`src/rtl/sw_pkg.sv`:
```
// Shared types and sizing for the SW feeder slice.
// Optional feature macro used by sw_seq_feeder: SW_FEEDER_PINGPONG_EN.
package sw_pkg;
    localparam int unsigned REF_LEN   = 64;
    localparam int unsigned QRY_LEN   = 48;
    localparam int unsigned BPW       = 4;
    localparam int unsigned REF_WORDS = REF_LEN / BPW;
    localparam int unsigned QRY_WORDS = QRY_LEN / BPW;
    localparam int unsigned JOB_WORDS = REF_WORDS + QRY_WORDS;

    localparam int unsigned WCNT_W = 5;
    localparam int unsigned BCNT_W = 6;
    localparam int unsigned BPW_LG = $clog2(BPW);
    localparam int unsigned RW_W   = $clog2(REF_WORDS);
    localparam int unsigned QW_W   = $clog2(QRY_WORDS);

    typedef logic [1:0]        base_t;
    typedef logic [2*BPW-1:0]  word_t;
    typedef logic [WCNT_W-1:0] wcnt_t;
    typedef logic [BCNT_W-1:0] bcnt_t;

    typedef enum logic [1:0] {
        ST_LOAD,
        ST_STREAM,
        ST_WAIT_FIN
    } feed_state_t;
endpackage

```
`src/rtl/sw_job_buf.sv`:
```
// One job's worth of ref/query bases: word-wide write port, single-base read port.
module sw_job_buf
    import sw_pkg::*;
(
    input  logic  clk,
    input  logic  reset,
    input  logic  wr_en,
    input  wcnt_t wr_idx,
    input  word_t wr_data,
    input  bcnt_t rd_idx,
    output base_t rd_ref,
    output base_t rd_qry
);
    word_t ref_w [REF_WORDS];
    word_t qry_w [QRY_WORDS];
    logic [QW_W-1:0] qw_idx;
    word_t ref_word;
    word_t qry_word;

    assign qw_idx = QW_W'(wr_idx - wcnt_t'(REF_WORDS));

    always_ff @(posedge clk) begin
        if (reset) begin
            ref_w <= '{default: '0};
            qry_w <= '{default: '0};
        end else if (wr_en) begin
            if (wr_idx < wcnt_t'(REF_WORDS))
                ref_w[wr_idx[RW_W-1:0]] <= wr_data;
            else
                qry_w[qw_idx] <= wr_data;
        end
    end

    // Query is shorter than ref; beats past its end read as base 0.
    always_comb begin
        ref_word = ref_w[rd_idx[BCNT_W-1:BPW_LG]];
        qry_word = '0;
        if (rd_idx < bcnt_t'(QRY_LEN))
            qry_word = qry_w[rd_idx[BCNT_W-1:BPW_LG]];
        rd_ref = ref_word[{rd_idx[BPW_LG-1:0], 1'b0} +: 2];
        rd_qry = qry_word[{rd_idx[BPW_LG-1:0], 1'b0} +: 2];
    end
endmodule

```
`src/rtl/sw_seq_feeder.sv`:
```
// Loads one ref+query job from the host stream, replays it as a 64-beat burst to SW.
// Define SW_FEEDER_PINGPONG_EN for two job buffers (load next job while current streams).
module sw_seq_feeder
    import sw_pkg::*;
(
    input  logic           clk,
    input  logic           reset,
    input  logic           in_valid,
    output logic           in_ready,
    input  logic [2*BPW-1:0] in_data,
    input  logic           in_last,
    output logic           sw_valid,
    output logic [1:0]     sw_ref,
    output logic [1:0]     sw_query,
    input  logic           sw_finish,
    output logic           busy,
    output logic           proto_err
);
    feed_state_t state, state_nxt;
    wcnt_t wcnt;
    bcnt_t bcnt;
    bcnt_t rd_idx;
    base_t rd_ref, rd_qry;
    logic  accept, last_word, done, bad, pending, start;

    assign accept    = in_valid & in_ready;
    assign last_word = (wcnt == wcnt_t'(JOB_WORDS - 1));
    assign done      = accept & in_last & last_word;
    assign bad       = accept & (in_last ^ last_word);
    // Outputs are registered, so the buffer is read one beat ahead.
    assign rd_idx    = (state == ST_STREAM) ? bcnt + 1'b1 : '0;
    assign start     = ((state == ST_LOAD) || (state == ST_WAIT_FIN && sw_finish))
                       && (pending || done);

`ifdef SW_FEEDER_PINGPONG_EN
    logic  wr_sel, rd_sel, rd_buf;
    base_t ref0, qry0, ref1, qry1;

    assign in_ready = ~pending;
    assign busy     = (state != ST_LOAD) | pending;
    // rd_sel retires on finish; a burst starting on that same edge reads the other buffer.
    assign rd_buf   = (state == ST_WAIT_FIN && sw_finish) ? ~rd_sel : rd_sel;
    assign rd_ref   = rd_buf ? ref1 : ref0;
    assign rd_qry   = rd_buf ? qry1 : qry0;

    always_ff @(posedge clk) begin
        if (reset) begin
            wr_sel  <= 1'b0;
            rd_sel  <= 1'b0;
            pending <= 1'b0;
        end else begin
            if (done)
                wr_sel <= ~wr_sel;
            if (state == ST_WAIT_FIN && sw_finish)
                rd_sel <= ~rd_sel;
            pending <= start ? 1'b0 : (pending | done);
        end
    end

    sw_job_buf u_buf0 (
        .clk(clk), .reset(reset), .wr_en(accept & ~wr_sel), .wr_idx(wcnt), .wr_data(in_data),
        .rd_idx(rd_idx), .rd_ref(ref0), .rd_qry(qry0)
    );
    sw_job_buf u_buf1 (
        .clk(clk), .reset(reset), .wr_en(accept & wr_sel), .wr_idx(wcnt), .wr_data(in_data),
        .rd_idx(rd_idx), .rd_ref(ref1), .rd_qry(qry1)
    );
`else
    assign pending  = 1'b0;
    assign in_ready = (state == ST_LOAD);
    assign busy     = (state != ST_LOAD);

    sw_job_buf u_buf (
        .clk(clk), .reset(reset), .wr_en(accept), .wr_idx(wcnt), .wr_data(in_data),
        .rd_idx(rd_idx), .rd_ref(rd_ref), .rd_qry(rd_qry)
    );
`endif

    always_ff @(posedge clk) begin
        if (reset) begin
            state     <= ST_LOAD;
            wcnt      <= '0;
            bcnt      <= '0;
            sw_valid  <= 1'b0;
            sw_ref    <= '0;
            sw_query  <= '0;
            proto_err <= 1'b0;
        end else begin
            state     <= state_nxt;
            proto_err <= bad;
            if (accept)
                wcnt <= (done | bad) ? '0 : wcnt + 1'b1;
            bcnt <= (state == ST_STREAM) ? bcnt + 1'b1 : '0;
            if (start || (state == ST_STREAM && bcnt != '1)) begin
                sw_valid <= 1'b1;
                sw_ref   <= rd_ref;
                sw_query <= rd_qry;
            end else begin
                sw_valid <= 1'b0;
                sw_ref   <= '0;
                sw_query <= '0;
            end
        end
    end

    always_comb begin
        state_nxt = state;
        case (state)
            ST_LOAD:     if (start) state_nxt = ST_STREAM;
            ST_STREAM:   if (bcnt == '1) state_nxt = ST_WAIT_FIN;
            ST_WAIT_FIN: if (sw_finish) state_nxt = start ? ST_STREAM : ST_LOAD;
            default:     state_nxt = ST_LOAD;
        endcase
    end
endmodule

```
`config.mk`:
```
export PLATFORM = sky130hd
export DESIGN_NAME = sw_seq_feeder
export DESIGN_NICKNAME = d
export VERILOG_FILES = /design/src/rtl/sw_pkg.sv /design/src/rtl/sw_job_buf.sv /design/src/rtl/sw_seq_feeder.sv
export SDC_FILE = /design/constraint.sdc
export NUM_CORES = 1
export LEC_CHECK = 0
export BUFFER_PORTS_ARGS = -buffer_cell sky130_fd_sc_hd__buf_2
export CAP_MARGIN = 20
export CORE_AREA = 2 2 176 135
export DETAILED_ROUTE_END_ITERATION = 8
export DIE_AREA = 0 0 178 137
export GPL_TIMING_DRIVEN = 0
export PLACE_DENSITY = 0.69
export SLEW_MARGIN = 25
export SYNTH_ARGS = -nofsm -noshare
export SYNTH_HDL_FRONTEND = slang
export SYNTH_SLANG_ARGS = --single-unit
```
`constraint.sdc`:
```
create_clock -name clk -period 2 [get_ports clk]
set_input_delay 0.1 -clock clk [delete_from_list [all_inputs] [get_ports clk]]
set_output_delay 0.1 -clock clk [all_outputs]
set_load 0.01 [all_outputs]
```
[After elaboration in Yosys (flattened, before gate mapping)]
Index checks and enable logic that the tools add are counted.
Operators by class
  add/subtract/negate cells: 3
  $lt $le $gt $ge: 7
  eq/ne operators: 8
  shifts and indexed selects: 2
  multiplexer cells: 21
  bitwise operators: 11
  reduce and logical (&&, ||, !) cells: 13
Operators by type and width (count)
  128-bit bitwise mux: 1
  96-bit bitwise mux: 1
  8-bit binary-select mux with 4-bit select: 2
  8-bit demux with 4-bit select: 2
  8-bit two-way mux: 7
  8-bit by 4-bit variable part select with 2-bit output: 2
  5-bit >= comparator (second input constant): 3
  4-bit NOT with 5-bit output: 3
  5-bit by 1-bit < comparator with 1-bit output (second input constant): 2
  6-bit by 1-bit adder with 6-bit output (second input constant): 1
  6-bit == test (second input constant): 1
  6-bit < comparator (second input constant): 1
  2-bit two-way mux: 3
  6-bit two-way mux: 1
  6-bit inequality test (second input constant): 1
  2-bit one-hot mux with 3 select lines: 1
  5-bit by 1-bit adder with 5-bit output (second input constant): 1
  5-bit == test (second input constant): 1
  1-bit logical AND: 5
  5-bit < comparator (second input constant): 1
  5-bit two-way mux: 1
  1-bit AND: 4
  2-bit by 1-bit inequality test with 1-bit output (second input constant): 2
  2-bit AND reduction: 2
  13 further kinds: 16
Word-level totals
  register bits: 243
  input port bits: 13
  output and inout bits: 8
  logic and storage cells: 100

[Logic depth before layout (Yosys ltp)]
  depth in word-level cells: 8
  mapped depth: 12
  depth with buffers taken out: 9

[By module]
From an unflattened synthesis, not the netlist that was laid out.
Second synthesis, totals
  cells, all modules: 1120
  area total of the unflattened synthesis: 10816.6 um^2
By module, submodules not included
  sw_job_buf: times used 1, cells an instance 1026, area each 10003.3 um^2, seq. area each 4484.3 um^2
  sw_seq_feeder: times used 1, cells an instance 94, area each 813.3 um^2, seq. area each 380.4 um^2

[Worst setup path after synthesis]
OpenSTA, ideal clock, no wires.
  path type: reg-to-reg
  start point: reg bcnt[0]
  end point: reg sw_ref[0]
  setup time: 0.120 ns
  data arrival time: 2.027 ns
  data required time: 1.880 ns
  slack: -0.147 ns
  stages on the path, launching flop included: 11
  buffers on the path: 2
  period minus slack after synthesis: 2.147 ns
  path through: dfxtp_1 ha_1 nand3_1 xnor2_1 and2_1 buf_2 clkbuf_1 a311oi_1 a311oi_1 nor3_1 o31a_1
Between the ends
  longest elaborated chain between the ends: 7
  elaborated cells between the ends (all ways): 12
  classes of those cells: add/sub (1); eq/ne (1); shift (1); mux (4); bitwise (2); reduce/logical (3)
RTL lines
  start, declared: RTL line sw_seq_feeder.sv:21  | bcnt_t bcnt;
  start signal, assigned: RTL line sw_seq_feeder.sv:93  | bcnt <= (state == ST_STREAM) ? bcnt + 1'b1 : '0;
  6-bit by 1-bit adder with 6-bit output: RTL line sw_seq_feeder.sv:31  | assign rd_idx = (state == ST_STREAM) ? bcnt + 1'b1 : '0;
  6-bit two-way mux
  4-bit NOT with 5-bit output (implied by the code): RTL line sw_job_buf.sv:36  | ref_word = ref_w[rd_idx[BCNT_W-1:BPW_LG]];
  8-bit binary-select mux with 4-bit select: RTL line sw_job_buf.sv:36
  8-bit two-way mux (implied by the code) (2 in a row): RTL line sw_job_buf.sv:36
  8-bit by 4-bit variable part select with 2-bit output: RTL line sw_job_buf.sv:40  | rd_ref = ref_word[{rd_idx[BPW_LG-1:0], 1'b0} +: 2];
  end signal, assigned: RTL line sw_seq_feeder.sv:96  | sw_ref <= rd_ref;
  end, declared: RTL line sw_seq_feeder.sv:13  | output logic [1:0] sw_ref,
Parallel ways exist; a longest one is shown, timed or not. The select of a mux whose other input is x is not followed.
A chain may end at the register's enable or synchronous reset.

[Worst setup path after layout]
Ends and elaborated chain as after synthesis.

==> results <==
- Detailed placement ended at an HPWL of 28900 µm.
- Dividing the detail-routed via count by the number of cells gives 6.17.
- TritonCTS built the clock tree.
- The initial utilization of the core area, before any placement, comes to 0.491.
- The die is 178 µm wide.
- The launch point of the worst path is bcnt[0].
- The height of the chip is 137 µm.
- The per-cell routed wire length is 24.5 µm.
- The number of clock sinks is 243.
- The required time reported for the critical path endpoint is 2.40 ns.
- The met1 layer usage reported by global route is 0.512.
- After clock tree synthesis, the clock-pin slew on the worst setup and hold paths is 0.07 ns.
- The post-synthesis sequential element count is 243.
- At the worst endpoint, the arrival time is 2.84 ns.
- The number of nets with antenna violations after routing is 0.
- The total area of sequential cells is 4880 µm².
- The number of clock buffers inserted by TritonCTS is 25.
- Setup violations remaining at the end of the flow were counted as 8.
- The cell at the slowest stage of the critical path is mux2_4.
- The worst reg2reg path startpoint is bcnt[0].
- The top cell types in the final layout, fill and taps aside, are nand2_1 (277), dfxtp_1 (236), nor2_1 (159).
- The run finished, with violations left.
- The cell seen most often among critical-path stages is o31a_1.
- The number of detailed-routing iterations run before antenna repair is 6.
- The sum of negative setup slack is -1.66 ns.
- The critical path capture point type is a flop.
- For met3 alone, demand over resource in global routing was 0.107.
- The mean instance size in the synthesized netlist is 8.12 µm².
- Setup slack on the worst reg-to-reg path comes out at -0.44 ns.
- Between clock sinks in the finished design, the worst skew comes to 0.0221 ns.
- The worst-case vdd ir drop is 0.000776 V.
- The instance count of the mapped netlist is 1369.
- The ratio of cells with drive above 1 in the final layout is 0.163.
- The reg-to-reg critical path endpoint is sw_ref[0].
- The final reports fail on setup timing.
- The completed layout was analyzed and its total power is 10.3 mW.
- The total length of routed wires is 43100 µm.
- The tree is rooted in a clkbuf_16.
- The area of the core is 22600 µm².
- The layout overhead on the synthesized area is 22.1%.
- After synthesis the cells add up to 11100 µm².
- Measured in cells, the most critical reg-to-reg path has a length of 10.
- The most congested layer reported by global routing is met1.
- The combined area of the multi-input logic cells is 6170 µm².
- The global-route met2 utilization is 0.476.
- The most common library cell in the layout ignoring fill and taps is nand2_1.
- The leakage power is 5.02 nW.
- The worst hold path terminates at u_buf.ref_w[63].
- Entering global routing, the biggest net connects 14 pins.
- The final layout net count is 1461.
- Counting distinct cell types in the post-synthesis netlist gives 48.
- The pre-CTS worst setup slack is -0.912 ns.
- The post-layout minimum cycle time is 2.44 ns.
- By startpoint and endpoint, the worst setup path is classified as reg2reg.
- Timing would allow up to 0.410 GHz.
- The number of cells traversed by the worst hold path is 3.
- The worst-case headroom to the max-slew limit is 0.392.
- The repair_antennas step left the layout with diodes totalling 0.
- The number of nets in the synthesized netlist is 1387.
- The tightest hold path in the finished design has a slack of 0.0983 ns.
- The number of max-capacitance violations reported is 0.
- After detailed routing, the number of remaining DRC violations is 0.
- The number of antenna violations at the first check in global routing is 1.
- The max-slew violation count came to 0.
- CTS built an H-tree with a depth of 1.
- The portion of the post-synthesis area used by sequential elements is 0.437.
- The detailed router finished its first iteration with 1621 violations.
- After global routing the overflow that remains totals 0.
- Counting along the longest clock path gives a buffer depth of 3.
- For this block, the via count after detailed routing is 10879.
- Fill cells in the final layout number 1999.
- The biggest fanout along the worst timing path is 10.
- The via count of the first global-routing pass was 9466.
- The final count of hold timing violations is 0.
- The Yosys step of the flow raised 0 warnings.
- Port buffering added 11 buffers.
- The placer congestion estimate is 1.02.
- The first global-routing pass estimated 61700 µm of wire.
- The count of boundary I/O pins is 21.
- The kind of start point of the critical path is a flop.
- The class of the tightest hold or removal check is in2reg.
- The placement row count is 48.
- Dividing the final minimum period by the clock period gives 1.22.
- The floorplan die area is 24400 µm².
- The signal on the critical path passes through and3_1, buf_6, mux2_4, buf_8, nand2_1, nand3_1, a31oi_1, o21ai_1, o31a_1, o31a_1.
- Setup repair after global routing could not meet its margin everywhere.
- The critical hold path startpoint is in_data[7].
- The clock latency reported for the late side of the worst-skew pair is 0.54 ns.
- The worst setup slack after layout is -0.439 ns.
- The power per cell area is 756 nW/µm².
- On the worst path, the slowest cell contributes a delay of 0.40 ns.
- The transition time at the pin with the least slew margin is 0.911 ns.
- The overall global routing resource usage is 0.345.
==> worst max-delay path: cells and delay by family, from the launching register on <==
kind	cells	cell delay (ns)
compound gates	4	0.79
buf+inv	2	0.35
mux	1	0.40
flops	1	0.38
simple gates	3	0.40
==> kinds of logic after synthesis <==
kind of cell,count (synthesis),synth area share
buf+inv,120,0.0511
compound gates,166,0.0902
flops,243,0.437
simple gates,668,0.257
mux,159,0.152
xor+xnor,8,0.00630
fa+ha+maj,5,0.00563
==> power by group <==
group	leakage [nW]	internal, mW	switching [mW]	total [mW]
clock network	0.416	2.92	2.02	4.95
registers	1.96	4.86	0.0184	4.88
logic	2.64	0.0980	0.348	0.446
==> per-stage QoR <==
step	instance area [µm²]	instances	util
2_1_floorplan	11200	1369	-
3_3_place_gp	11600	1680	0.513
3_5_place_dp	11600	1680	0.513
4_1_cts	13200	1744	0.583
5_1_grt	13600	1762	0.600
6_report	13600	1762	0.600
==> flip-flops by register name, summed over array words and instances, names as in the netlist <==
signal and count:
bcnt 6, proto_err 1, state 2, sw_query 2, sw_ref 2, sw_valid 1
u_buf.qry_w 96, u_buf.ref_w 128, wcnt 5
==> synthesized netlist by cell type (all sizes together) <==
cell / number / area (µm²)
o31a: 2 / 17.5
a211o: 1 / 8.76
a221o: 1 / 10.0
nand4: 2 / 12.5
buf: 54 / 320
a311oi: 20 / 175
a22o: 1 / 8.76
nand3: 163 / 816
a21oi: 96 / 480
a31o: 1 / 8.76
and3: 15 / 93.8
a31oi: 9 / 56.3
xor2: 5 / 43.8
nand2b: 3 / 18.8
nor4: 1 / 6.26
nor3: 11 / 55.1
o21ai: 16 / 80.1
o31ai: 1 / 7.51
a221oi: 1 / 8.76
xnor2: 3 / 26.3
ha: 5 / 62.6
clkbuf: 62 / 233
mux2: 2 / 26.3
and2: 8 / 50.1
a21o: 1 / 7.51
a211oi: 14 / 115
o21ba: 1 / 10.0
nand2: 285 / 1080
inv: 4 / 15.0
dfxtp: 243 / 4860
and3b: 1 / 8.76
nor2: 173 / 682
mux4: 7 / 158
o221ai: 1 / 8.76
nor3b: 2 / 15.0
mux2i: 150 / 1510
nor2b: 4 / 25.0
==> worst max-delay path by stage <==
stage,endpoint,slack (ns),depth (start not counted)
after global placement,sw_ref[1],-0.95,8
final,sw_ref[0],-0.44,10
after detailed placement,sw_ref[1],-0.91,8
after global routing,sw_ref[0],-0.46,10
after CTS,sw_ref[0],-0.35,11
after floorplan,sw_ref[0],-0.02,9
==> per-layer routing <==
layer | wire length [µm] | share of wire
met5 | 0 | 0
met3 | 6330 | 0.15
met1 | 18200 | 0.42
met4 | 1480 | 0.034
met2 | 17200 | 0.40
==> what timing repair did <==
action,4_1_cts,5_1_grt
setup buffers,17,17
endpoints found under the hold margin,3,0
cloned,0,2
pin swaps,20,13
hold buffers,3,0
gates resized for setup,129,65
setup endpoints to repair,228,217
==> area by class of cell <==
class	instances	share of cell area
flip-flops and latches	243	0.360
clock buffers	39	0.0544
clock inverters	7	0.00857
multi-input cells	1007	0.455
well taps	300	0.0276
repair buffers	49	0.0336
plain buffers	113	0.0606
inverters	4	0.00111
No activity file was read; power rests on OpenSTA's default activity.
